===== src/rtl/microseq_pkg.sv =====
// Shared command encoding for the microsequencer.
package microseq_types;

    localparam int CMD_W = 4;

    typedef enum logic [CMD_W-1:0] {
        NOP    = 4'd0,
        INC    = 4'd1,
        JMP    = 4'd2,
        JCC    = 4'd3,
        CALL   = 4'd4,
        CALLCC = 4'd5,
        RET    = 4'd6,
        RETCC  = 4'd7,
        LDCNT  = 4'd8,
        DJNZ   = 4'd9
    } cmd_t;

endpackage


===== src/rtl/microseq_stack.sv =====
// Return-address LIFO. A push while full or a pop while empty is dropped and
// reported on o_ovf / o_unf for the same cycle. Entries are not cleared by reset.
module microseq_stack #(
    parameter int ADDR_W      = 8,
    parameter int STACK_DEPTH = 4
) (
    input  logic                           clk,
    input  logic                           reset,
    input  logic                           i_push,
    input  logic                           i_pop,
    input  logic [ADDR_W-1:0]              i_data,
    output logic [ADDR_W-1:0]              o_top,
    output logic [$clog2(STACK_DEPTH):0]   o_count,
    output logic                           o_full,
    output logic                           o_empty,
    output logic                           o_ovf,
    output logic                           o_unf
);
    localparam int PTR_W = $clog2(STACK_DEPTH);
    localparam int SP_W  = PTR_W + 1;

    logic [ADDR_W-1:0] r_mem [STACK_DEPTH];
    logic [SP_W-1:0]   r_count;
    logic [PTR_W-1:0]  w_top_idx;
    logic              w_do_push;
    logic              w_do_pop;

    assign o_full    = (r_count == SP_W'(STACK_DEPTH));
    assign o_empty   = (r_count == '0);
    assign w_do_push = i_push & ~o_full;
    assign w_do_pop  = i_pop & ~o_empty;
    assign o_ovf     = i_push & o_full;
    assign o_unf     = i_pop & o_empty;
    assign w_top_idx = PTR_W'(r_count - 1'b1);
    assign o_top     = r_mem[w_top_idx];
    assign o_count   = r_count;

    // Occupancy count; push and pop never arrive together.
    always_ff @(posedge clk) begin
        if (reset) begin
            r_count <= '0;
        end else if (w_do_push) begin
            r_count <= r_count + 1'b1;
        end else if (w_do_pop) begin
            r_count <= r_count - 1'b1;
        end
    end

    // Entry storage, written at the current occupancy index.
    always_ff @(posedge clk) begin
        if (w_do_push) begin
            r_mem[r_count[PTR_W-1:0]] <= i_data;
        end
    end

endmodule


===== src/rtl/microseq.sv =====
// Microsequencer top: next-address selection, condition mux, return stack and
// optional loop counter (built only when MICROSEQ_LOOP_EN is defined).
module microseq
    import microseq_types::*;
#(
    parameter int              ADDR_W      = 8,
    parameter int              STACK_DEPTH = 4,
    parameter int              NFLAGS      = 4,
    parameter int              CNT_W       = 8,
    parameter logic [ADDR_W-1:0] RESET_ADDR = '0
) (
    input  logic                                          clk,
    input  logic                                          reset,
    input  logic                                          stall,
    input  logic [CMD_W-1:0]                              cmd,
    input  logic [((NFLAGS > 1) ? $clog2(NFLAGS) : 1)-1:0] cond_sel,
    input  logic                                          cond_inv,
    input  logic [NFLAGS-1:0]                             flags,
    input  logic [ADDR_W-1:0]                             load_addr,
    output logic [ADDR_W-1:0]                             addr,
    output logic [$clog2(STACK_DEPTH):0]                  sp,
    output logic                                          stack_err
);
    localparam int SEL_W = (NFLAGS > 1) ? $clog2(NFLAGS) : 1;

    cmd_t              w_cmd;
    logic [ADDR_W-1:0] r_addr;
    logic [ADDR_W-1:0] w_addr_nxt;
    logic [ADDR_W-1:0] w_next;
    logic [ADDR_W-1:0] w_top;
    logic              r_err;
    logic              w_flag;
    logic              w_cond;
    logic              w_push;
    logic              w_pop;
    logic              w_full;
    logic              w_empty;
    logic              w_ovf;
    logic              w_unf;

`ifdef MICROSEQ_LOOP_EN
    logic [CNT_W-1:0]  r_cnt;
    logic [CNT_W-1:0]  w_cnt_nxt;
    logic [CNT_W-1:0]  w_cnt_dec;
    assign w_cnt_dec = r_cnt - 1'b1;
`else
    logic [CNT_W-1:0]  w_unused_cnt;
    assign w_unused_cnt = '0;
`endif

    assign w_cmd  = cmd_t'(cmd);
    assign w_next = r_addr + 1'b1;
    assign w_cond = w_flag ^ cond_inv;

    // Flag select; selectors beyond NFLAGS read as 0.
    always_comb begin
        w_flag = 1'b0;
        for (int i = 0; i < NFLAGS; i++) begin
            if (cond_sel == SEL_W'(i)) w_flag = flags[i];
        end
    end

    // Next-address and stack request decode. Overflow/underflow fall through to next.
    always_comb begin
        w_addr_nxt = r_addr;
        w_push     = 1'b0;
        w_pop      = 1'b0;
`ifdef MICROSEQ_LOOP_EN
        w_cnt_nxt  = r_cnt;
`endif
        case (w_cmd)
            NOP:    w_addr_nxt = r_addr;
            INC:    w_addr_nxt = w_next;
            JMP:    w_addr_nxt = load_addr;
            JCC:    w_addr_nxt = w_cond ? load_addr : w_next;
            CALL, CALLCC: begin
                if (w_cmd == CALL || w_cond) begin
                    w_push     = 1'b1;
                    w_addr_nxt = w_full ? w_next : load_addr;
                end else begin
                    w_addr_nxt = w_next;
                end
            end
            RET, RETCC: begin
                if (w_cmd == RET || w_cond) begin
                    w_pop      = 1'b1;
                    w_addr_nxt = w_empty ? w_next : w_top;
                end else begin
                    w_addr_nxt = w_next;
                end
            end
`ifdef MICROSEQ_LOOP_EN
            LDCNT: begin
                w_cnt_nxt  = load_addr[CNT_W-1:0];
                w_addr_nxt = w_next;
            end
            DJNZ: begin
                w_addr_nxt = w_next;
                if (r_cnt != '0) begin
                    w_cnt_nxt = w_cnt_dec;
                    if (w_cnt_dec != '0) w_addr_nxt = load_addr;
                end
            end
`else
            LDCNT:  w_addr_nxt = w_next;
            DJNZ:   w_addr_nxt = w_next;
`endif
            default: w_addr_nxt = RESET_ADDR;
        endcase
    end

    microseq_stack #(
        .ADDR_W      (ADDR_W),
        .STACK_DEPTH (STACK_DEPTH)
    ) u_stack (
        .clk     (clk),
        .reset   (reset),
        .i_push  (w_push & ~stall & ~reset),
        .i_pop   (w_pop & ~stall & ~reset),
        .i_data  (w_next),
        .o_top   (w_top),
        .o_count (sp),
        .o_full  (w_full),
        .o_empty (w_empty),
        .o_ovf   (w_ovf),
        .o_unf   (w_unf)
    );

    // Address, sticky error and loop count; stall freezes everything.
    always_ff @(posedge clk) begin
        if (reset) begin
            r_addr <= RESET_ADDR;
            r_err  <= 1'b0;
`ifdef MICROSEQ_LOOP_EN
            r_cnt  <= '0;
`endif
        end else if (!stall) begin
            r_addr <= w_addr_nxt;
            r_err  <= r_err | w_ovf | w_unf;
`ifdef MICROSEQ_LOOP_EN
            r_cnt  <= w_cnt_nxt;
`endif
        end
    end

    assign addr      = r_addr;
    assign stack_err = r_err;

endmodule


===== config.mk =====
export PLATFORM = sky130hd
export DESIGN_NAME = microseq
export DESIGN_NICKNAME = d
export VERILOG_FILES = /design/src/rtl/microseq_pkg.sv /design/src/rtl/microseq_stack.sv /design/src/rtl/microseq.sv
export SDC_FILE = /design/constraint.sdc
export NUM_CORES = 1
export LEC_CHECK = 0
export CAP_MARGIN = 20
export CORE_MARGIN = 2
export CORE_UTILIZATION = 30
export DETAILED_ROUTE_END_ITERATION = 10
export HOLD_SLACK_MARGIN = 0.02
export PLACE_DENSITY_LB_ADDON = 0.12
export SETUP_SLACK_MARGIN = 0.02
export SLEW_MARGIN = 20
export SYNTH_ARGS = -nofsm -noshare
export SYNTH_HDL_FRONTEND = slang
export SYNTH_SLANG_ARGS = --single-unit

===== constraint.sdc =====
create_clock -name clk -period 5.5 [get_ports clk]
set_input_delay 1.1 -clock clk [delete_from_list [all_inputs] [get_ports clk]]
set_output_delay 1.1 -clock clk [all_outputs]
set_load 0.1 [all_outputs]

==> results of run 1 <==
-- through the flow --
stage          hold WS (ns)  total power [mW]
2_1_floorplan         0.743             0.417
3_3_place_gp          0.455             0.450
3_5_place_dp          0.465             0.449
4_1_cts               0.490             0.707
5_1_grt               0.528             0.724
6_report              0.478             0.697
-- layout make-up --
type	count	share of cell area (%)
multi-input cells	127	36.6
repair buffers	33	11.7
flip-flops and latches	44	42.4
inverters	7	0.927
well taps	99	4.37
clock inverters	3	1.63
clock buffers	5	2.43
-- how the worst min path moves through the flow --
stage	start	end	slack [ns]
2_1_floorplan	u_stack.r_mem[1][1]$_DFFE_PP_	addr[1]$_SDFFE_PP0P_	0.74
4_1_cts	stack_err$_SDFFE_PP0N_	stack_err$_SDFFE_PP0N_	0.49
5_1_grt	stack_err$_SDFFE_PP0N_	stack_err$_SDFFE_PP0N_	0.53
3_5_place_dp	stack_err$_SDFFE_PP0N_	stack_err$_SDFFE_PP0N_	0.46
3_3_place_gp	stack_err$_SDFFE_PP0N_	stack_err$_SDFFE_PP0N_	0.45
6_report	stack_err$_SDFFE_PP0N_	stack_err$_SDFFE_PP0N_	0.48
-- logic make-up after synthesis --
group | count (synthesis) | synth area share [%]
AO/OA/AOI/OAI | 36 | 11.2
AND/OR/NAND/NOR | 60 | 15.7
adder cells (fa/ha/maj) | 6 | 3.29
multiplexers | 15 | 11.4
flip-flops | 44 | 52.6
buffers and inverters | 12 | 2.03
XOR/XNOR | 10 | 3.83
-- flip-flops by register name (all words and copies together) (netlist names) --
register         cells
u_stack.o_count      3
addr                 8
u_stack.r_mem       32
stack_err            1
-- power by group --
| group | switching (mW) | internal [mW] |
|---|---|---|
| Clock | 0.119 | 0.137 |
| Combinational | 0.0474 | 0.0341 |
| Sequential | 0.00376 | 0.356 |
-- synth_stat cells (5+ instances only) --
master / number / area [µm²]
a21oi_1: 7 / 35.0
ha_1: 6 / 75.1
dfxtp_1: 12 / 240
and3_1: 8 / 50.1
mux2i_1: 5 / 50.1
nor2_1: 8 / 30.0
inv_1: 7 / 26.3
nand2_1: 14 / 52.6
nand3_1: 5 / 25.0
xnor2_1: 8 / 70.1
edfxtp_1: 32 / 961
mux4_2: 8 / 180
-- layer usage --
metal  global-route usage (%)  part of all wire, %  vias up
met1                     17.4                   48      759
met2                     19.9                   47       40
li1                         -                    -      777
met5                        0                    0        -
met3                     3.15                  4.2        2
met4                     3.41                 0.60        0
-- tightest hold or removal path, stage by stage, from the launching register on --
cell	delay (ns)
dfxtp_1	0.34
a31oi_1	0.04
nor2_1	0.06
==> flow_summary.toml, run 1 <==
[sta]
rsz0062_at_grt = "no"
min_period_ns = 3.42
final_hold_viol_count = 0
skew_ns = 0.0191
finalSetupViolations = 0
max_freq_mhz = 293
worstMarginPinSlew_ns = 0.969
setup_slack_ns = 2.09
slew_headroom_pct = 35.2
tns_ns = 0
timing.final.max_slew_violations = 0
min_period_over_period_pct = 62.1

[synth]
yosysSeqAreaShare_pct = 52.6
netlist-cell-type-count = 44
synth_cells = 183
synth-edff-count = 32
ys_ff_latch = 44
yosys_most_used_dff = "edfxtp_1"
avgSynthCellArea_um2 = 12.5
synth_area_um2 = 2280
async_flop_share_pct = 0
yosys_warnings = 0
syn_nets = 211

[setup_path]
worstSetupStartpointType = "flop"
setup.worst_path.class = "flop to output port"
r2r_cells = 7
cp.required_ns = 4.40
slowest_stage = "clkdlybuf4s50_1"
max_stage_delay_ns = 1.26
crit_path_end_kind = "output port"
cp.depth = 1
crit_buf_inv = 1
cpLargestDelayFamily = "buffers and inverters"
path_max_fanout = 12
path_cells = "clkdlybuf4s50_1"
rr_startpoint = "u_stack.o_count[0]$_SDFFE_PP0P_"
reg2reg_setup_slack_ns = 2.81
startpoint = "u_stack.o_count[0]$_SDFFE_PP0P_"
crit_arrival_ns = 2.32
endpoint = "sp[0]"
reg2reg_to = "addr[2]$_SDFFE_PP0P_"

[place]
post-dp-hpwl_um = 3970
placed_area_um2 = 2720
placedCellCount = 310
io_buffers = 33
pre_cts_ws_ns = 1.80
place_congestion = 0.746

[grt]
grt_pass1_vias = 1472
antenna_found_initial = 0
grt_pass1_wl_um = 8180
grt_overflow = 0
grt_max_degree = 16
grtUsageTotal_pct = 12.7

[final_layout]
regArea_um2 = 1200
syn_to_final_growth_pct = 24.0
drive_above_1_share_pct = 9.59
fillers = 708
final_util_pct = 38.7
multiInputGateArea_um2 = 1040
diodes = 0
fin_area_um2 = 2830
final_common_cell = "clkdlybuf4s50_1"
final_cells = 318
final_cell_mix = "clkdlybuf4s50_1, edfxtp_1, nand2_1"
nNetsFinal = 246

[detailed_routing]
postRouteAntennaNets = 0
drtIter0Drc = 58
num_vias = 1578
drc_errors = 0
wl_um = 5190
wl_per_cell_um = 16.3
dr.pass1.iters = 4
viasPerCell = 4.96

[floorplan]
num_rows = 31
dieArea_um2 = 8330
core_um2 = 7330
num_io_pins = 34
start_util_pct = 31.2
die_h_um = 91.3
die_w_um = 91.3

[clock_network]
cts_setup_buffers = 0
htreeDepth = 2
cts.sinks = 44
cts_hold_buf = 0
insertion_delay_ns = 0.30
tritoncts = "built"
cts_buffers = 5
clkTransAtPathRegs_ns = 0.10
root_buffer = "clkbuf_8"
cts-resized-gates = 0
clockBufferDepth = 2

[status]
status = "finished, final reports clean"

[worst_hold_path]
whs_path_depth = 2
holdCritPathClass = "flop to flop"

[power_and_ir_drop]
vdd_drop_max_mv = 0.102
pwr_density_cell_nw_per_um2 = 246
p_leak_nw = 1.01

[run]
maxCapViolCount = 0
No activity file was read; power rests on OpenSTA's default activity.
==> inputs of run 2 (changes only) <==
==> constraint.sdc (replaced) <==
create_clock -name clk -period 3.05 [get_ports clk]
set_input_delay 0.61 -clock clk [delete_from_list [all_inputs] [get_ports clk]]
set_output_delay 0.61 -clock clk [all_outputs]
set_load 0.1 [all_outputs]
==> flow_summary.toml, run 2 (synthesis gave the netlist of run 1 again) <==
[final_layout]
syn_to_final_growth_pct = 24.8
final_cells = 324
nNetsFinal = 252
drive_above_1_share_pct = 17.8
diodes = 0
final_common_cell = "edfxtp_1"
final_cell_mix = "edfxtp_1, clkdlybuf4s50_1, buf_4"
fin_area_um2 = 2850
largest_reg_flops = 32

[setup_path]
crit_arrival_ns = 2.65
setup.worst_path.class = "input pin to flop"
path_max_fanout = 8
crit_path_end_kind = "flop"
startpoint = "cond_sel[0]"
rr_startpoint = "u_stack.o_count[1]$_SDFFE_PP0P_"
worstSetupStartpointType = "input pin"
cp.required_ns = 3.00

[place]
io_buffers = 33
placed_area_um2 = 2740
place_congestion = 0.780
post-dp-hpwl_um = 3990
placedCellCount = 316

[clock_network]
insertion_delay_ns = 0.30
cts_setup_buffers = 0
root_buffer = "clkbuf_8"
clkTransAtPathRegs_ns = 0.08
clockBufferDepth = 2
htreeDepth = 2
cts_hold_buf = 0
cts_buffers = 5
cts.sinks = 44
cts-resized-gates = 0
tritoncts = "built"

[floorplan]
die_w_um = 91.3
die_h_um = 91.3
num_io_pins = 34
dieArea_um2 = 8330
num_rows = 31
start_util_pct = 31.2
core_um2 = 7330

[sta]
timing.final.max_slew_violations = 0
max_freq_mhz = 370
finalSetupViolations = 0
final_hold_viol_count = 0
min_period_over_period_pct = 88.5
slew_headroom_pct = 60.4
rsz0062_at_grt = "no"
worstMarginPinSlew_ns = 0.590
min_period_ns = 2.70
tns_ns = 0
skew_ns = 0.00723

[status]
status = "finished, final reports clean"

[detailed_routing]
postRouteAntennaNets = 0
drc_errors = 0
wl_per_cell_um = 15.8
dr.pass1.iters = 4
wl_um = 5140
drtIter0Drc = 33
num_vias = 1594
viasPerCell = 4.92

[grt]
grt_max_degree = 16
antenna_found_initial = 0
grt_overflow = 0
grtUsageTotal_pct = 12.6
grt_pass1_vias = 1569
grt_pass1_wl_um = 8140

[power_and_ir_drop]
p_clk_share_pct = 36.2
p_leak_nw = 1.06
p_comb_share_pct = 12.3
cell_internal_pwr_mw = 0.954
pwr_density_cell_nw_per_um2 = 441
p_sw_share_pct = 24.1
p_sw_mw = 0.303
vdd_drop_max_mv = 0.152
seqPwrFrac_pct = 51.4

[run]
maxCapViolCount = 0

[worst_hold_path]
hp-start = "stack_err$_SDFFE_PP0N_"
holdCritPathClass = "flop to flop"
[run 2: cell types whose count changed in the layout (fill, tap and decap cells not counted), sizes merged]
cell | before | now
buf | 0 | 18
clkdlybuf4s50 | 33 | 21
[run 2: power by group through the flow]
stage	Combinational (mW)	Clock, mW	Sequential (mW)
floorplan	0.0671	0	0.685
global placement	0.158	0	0.661
detailed placement	0.156	0	0.661
CTS	0.157	0.466	0.647
global route	0.167	0.494	0.648
finish	0.155	0.455	0.647
[run 2: path summary, 6_finish.rpt]
| kind | endpoint | slack, ns | cells past startpoint |
|---|---|---|---|
| max | u_stack.r_mem[3][3]$_DFFE_PP_ | 0.35 | 5 |
| min | stack_err$_SDFFE_PP0N_ | 0.48 | 2 |
| max reg2reg | addr[2]$_SDFFE_PP0P_ | 0.89 | 7 |
| min reg2reg | stack_err$_SDFFE_PP0N_ | 0.48 | 2 |
[run 2: cell type report]
class / count / area (µm²)
well taps: 99 / 124
repair buffers: 39 / 345
inverters: 7 / 26.3
clock buffers: 5 / 68.8
flip-flops and latches: 44 / 1200
multi-input cells: 127 / 1040
clock inverters: 3 / 46.3
fillers: 692 / 4480
[run 2: through the flow]
stage	util (%)	setup slack [ns]	power [mW]	hold WS, ns
finish	38.9	0.351	1.26	0.482
global route	38.9	0.262	1.31	0.534
CTS	38.9	0.326	1.27	0.493
detailed placement	37.3	0.0202	0.817	0.475
global placement	37.3	0.0878	0.818	0.480
floorplan	-	0.225	0.752	0.743
[run 2: worst max-delay path: stages]
cell and delay, ns:
clkdlybuf4s50_1 0.51, mux2i_1 0.29, mux2_4 0.39, nor4_4 0.37, and3_1 0.47
[run 2: per-layer routing]
layer / share of wire (%) / routed length [µm] / vias to the layer above / track usage (%)
li1: - / - / 786 / -
met1: 48 / 2460 / 767 / 16.3
met2: 47 / 2410 / 34 / 20.8
met3: 4.3 / 219 / 7 / 3.15
met4: 0.84 / 43 / 0 / 3.79
met5: 0 / 0 / - / 0
==> inputs of run 3 (changes only) <==
--- a/config.mk
+++ b/config.mk
@@ -6,7 +6,7 @@
 export NUM_CORES = 1
 export LEC_CHECK = 0
 export CAP_MARGIN = 20
-export CORE_MARGIN = 2
+export CORE_MARGIN = 1
 export CORE_UTILIZATION = 30
 export DETAILED_ROUTE_END_ITERATION = 10
 export HOLD_SLACK_MARGIN = 0.02
@@ -16,3 +16,4 @@
 export SYNTH_ARGS = -nofsm -noshare
 export SYNTH_HDL_FRONTEND = slang
 export SYNTH_SLANG_ARGS = --single-unit
+export TNS_END_PERCENT = 20
==> flow_summary.toml, run 3 (synthesis gave the netlist of run 1 again) <==
[clock_network]
cts_hold_buf = 0
clkTransAtPathRegs_ns = 0.08
htreeDepth = 2
cts.sinks = 44
insertion_delay_ns = 0.30
root_buffer = "clkbuf_8"
cts_setup_buffers = 0
clockBufferDepth = 2
cts_buffers = 5
tritoncts = "built"
cts-resized-gates = 0

[detailed_routing]
num_vias = 1620
viasPerCell = 4.91
wl_um = 5320
m1WireLength_um = 2740
route.met3.wl_um = 285
drc_errors = 0
drtIter0Drc = 84
dr.pass1.iters = 4
top_layer = "met4"
wl_per_cell_um = 16.1
postRouteAntennaNets = 0
route.met2.wl_um = 2230

[power_and_ir_drop]
seqPwrFrac_pct = 51.0
p_sw_share_pct = 24.4
vdd_drop_max_mv = 0.213
cell_internal_pwr_mw = 0.959
p_leak_nw = 1.10
pwr_density_cell_nw_per_um2 = 438
p_sw_mw = 0.309
p_comb_share_pct = 12.7
p_clk_share_pct = 36.3

[sta]
slew_headroom_pct = 65.1
rsz0062_at_grt = "no"
min_period_over_period_pct = 87.0
max_freq_mhz = 377
min_period_ns = 2.65
final_hold_viol_count = 0
worstMarginPinSlew_ns = 0.519
finalSetupViolations = 0
skew_ns = 0.00830
timing.final.max_slew_violations = 0
tns_ns = 0

[floorplan]
num_io_pins = 34
num_rows = 31
die_h_um = 89.3
core_um2 = 7290
start_util_pct = 31.3
die_w_um = 89.3
dieArea_um2 = 7970

[setup_path]
worstSetupStartpointType = "input pin"
r2r_cells = 7
endpoint = "u_stack.r_mem[2][3]$_DFFE_PP_"
crit_arrival_ns = 2.62
crit_path_end_kind = "flop"
reg2reg_to = "addr[2]$_SDFFE_PP0P_"
rr_startpoint = "u_stack.o_count[1]$_SDFFE_PP0P_"
reg2reg_setup_slack_ns = 0.88
cp.required_ns = 3.01
startpoint = "cond_sel[0]"
path_max_fanout = 8
setup.worst_path.class = "input pin to flop"

[status]
status = "finished, final reports clean"

[grt]
antenna_found_initial = 0
grt_pass1_vias = 1580
grtUsageTotal_pct = 15.1
grt_overflow = 0
grt_max_degree = 16
grt_pass1_wl_um = 8670

[place]
io_buffers = 33
place_congestion = 0.725
placedCellCount = 322
post-dp-hpwl_um = 4180

[final_layout]
final_common_cell = "edfxtp_1"
nNetsFinal = 258
drive_above_1_share_pct = 19.9
final_cells = 330
diodes = 0
largest_reg_flops = 32
final_cell_mix = "edfxtp_1, buf_4, clkdlybuf4s50_1"
syn_to_final_growth_pct = 26.8

[worst_hold_path]
holdCritPathClass = "flop to flop"

[run]
maxCapViolCount = 0
run 3: metal layers:
metal / vias up / global-route usage (%)
li1: 804 / -
met1: 777 / 23.8
met2: 32 / 20.7
met3: 7 / 2.68
met4: 0 / 4.76
met5: - / 0
run 3: per-stage QoR:
step / total power [mW] / instance area (µm²) / utilization [%] / hold slack (ns) / setup WS (ns)
finish: 1.27 / 2900 / 39.7 / 0.479 / 0.396
global route: 1.31 / 2900 / 39.7 / 0.511 / 0.253
CTS: 1.28 / 2900 / 39.7 / 0.484 / 0.356
detailed placement: 0.823 / 2780 / 38.1 / 0.464 / 0.0295
global placement: 0.824 / 2780 / 38.1 / 0.471 / 0.117
floorplan: 0.752 / 2290 / - / 0.743 / 0.225
run 3: area by class of cell:
type	count	area, µm²
fillers	743	4400
flip-flops and latches	44	1200
multi-input cells	127	1040
repair buffers	45	390
well taps	99	124
clock buffers	5	68.8
clock inverters	3	47.5
inverters	7	26.3
run 3: worst min-delay path by stage:
| stage | startpoint | to | slack, ns | depth (start not counted) |
|---|---|---|---|---|
| CTS | stack_err$_SDFFE_PP0N_ | stack_err$_SDFFE_PP0N_ | 0.48 | 2 |
| detailed placement | stack_err$_SDFFE_PP0N_ | stack_err$_SDFFE_PP0N_ | 0.46 | 2 |
| finish | stack_err$_SDFFE_PP0N_ | stack_err$_SDFFE_PP0N_ | 0.48 | 2 |
| global placement | stack_err$_SDFFE_PP0N_ | stack_err$_SDFFE_PP0N_ | 0.47 | 2 |
| global route | stack_err$_SDFFE_PP0N_ | stack_err$_SDFFE_PP0N_ | 0.51 | 2 |
| floorplan | u_stack.r_mem[1][1]$_DFFE_PP_ | addr[1]$_SDFFE_PP0P_ | 0.74 | 3 |
run 3: worst max-delay path, cell delays in order:
cell and delay, ns:
clkdlybuf4s50_1 0.51, mux2i_1 0.30, mux2_4 0.35, nor4_4 0.41, and3_1 0.44
run 3: power groups by stage:
| stage | Clock, mW | Combinational (mW) | Sequential [mW] |
|---|---|---|---|
| floorplan | 0 | 0.0671 | 0.685 |
| global placement | 0 | 0.163 | 0.661 |
| detailed placement | 0 | 0.162 | 0.661 |
| CTS | 0.468 | 0.163 | 0.647 |
| global route | 0.489 | 0.176 | 0.648 |
| finish | 0.460 | 0.161 | 0.647 |
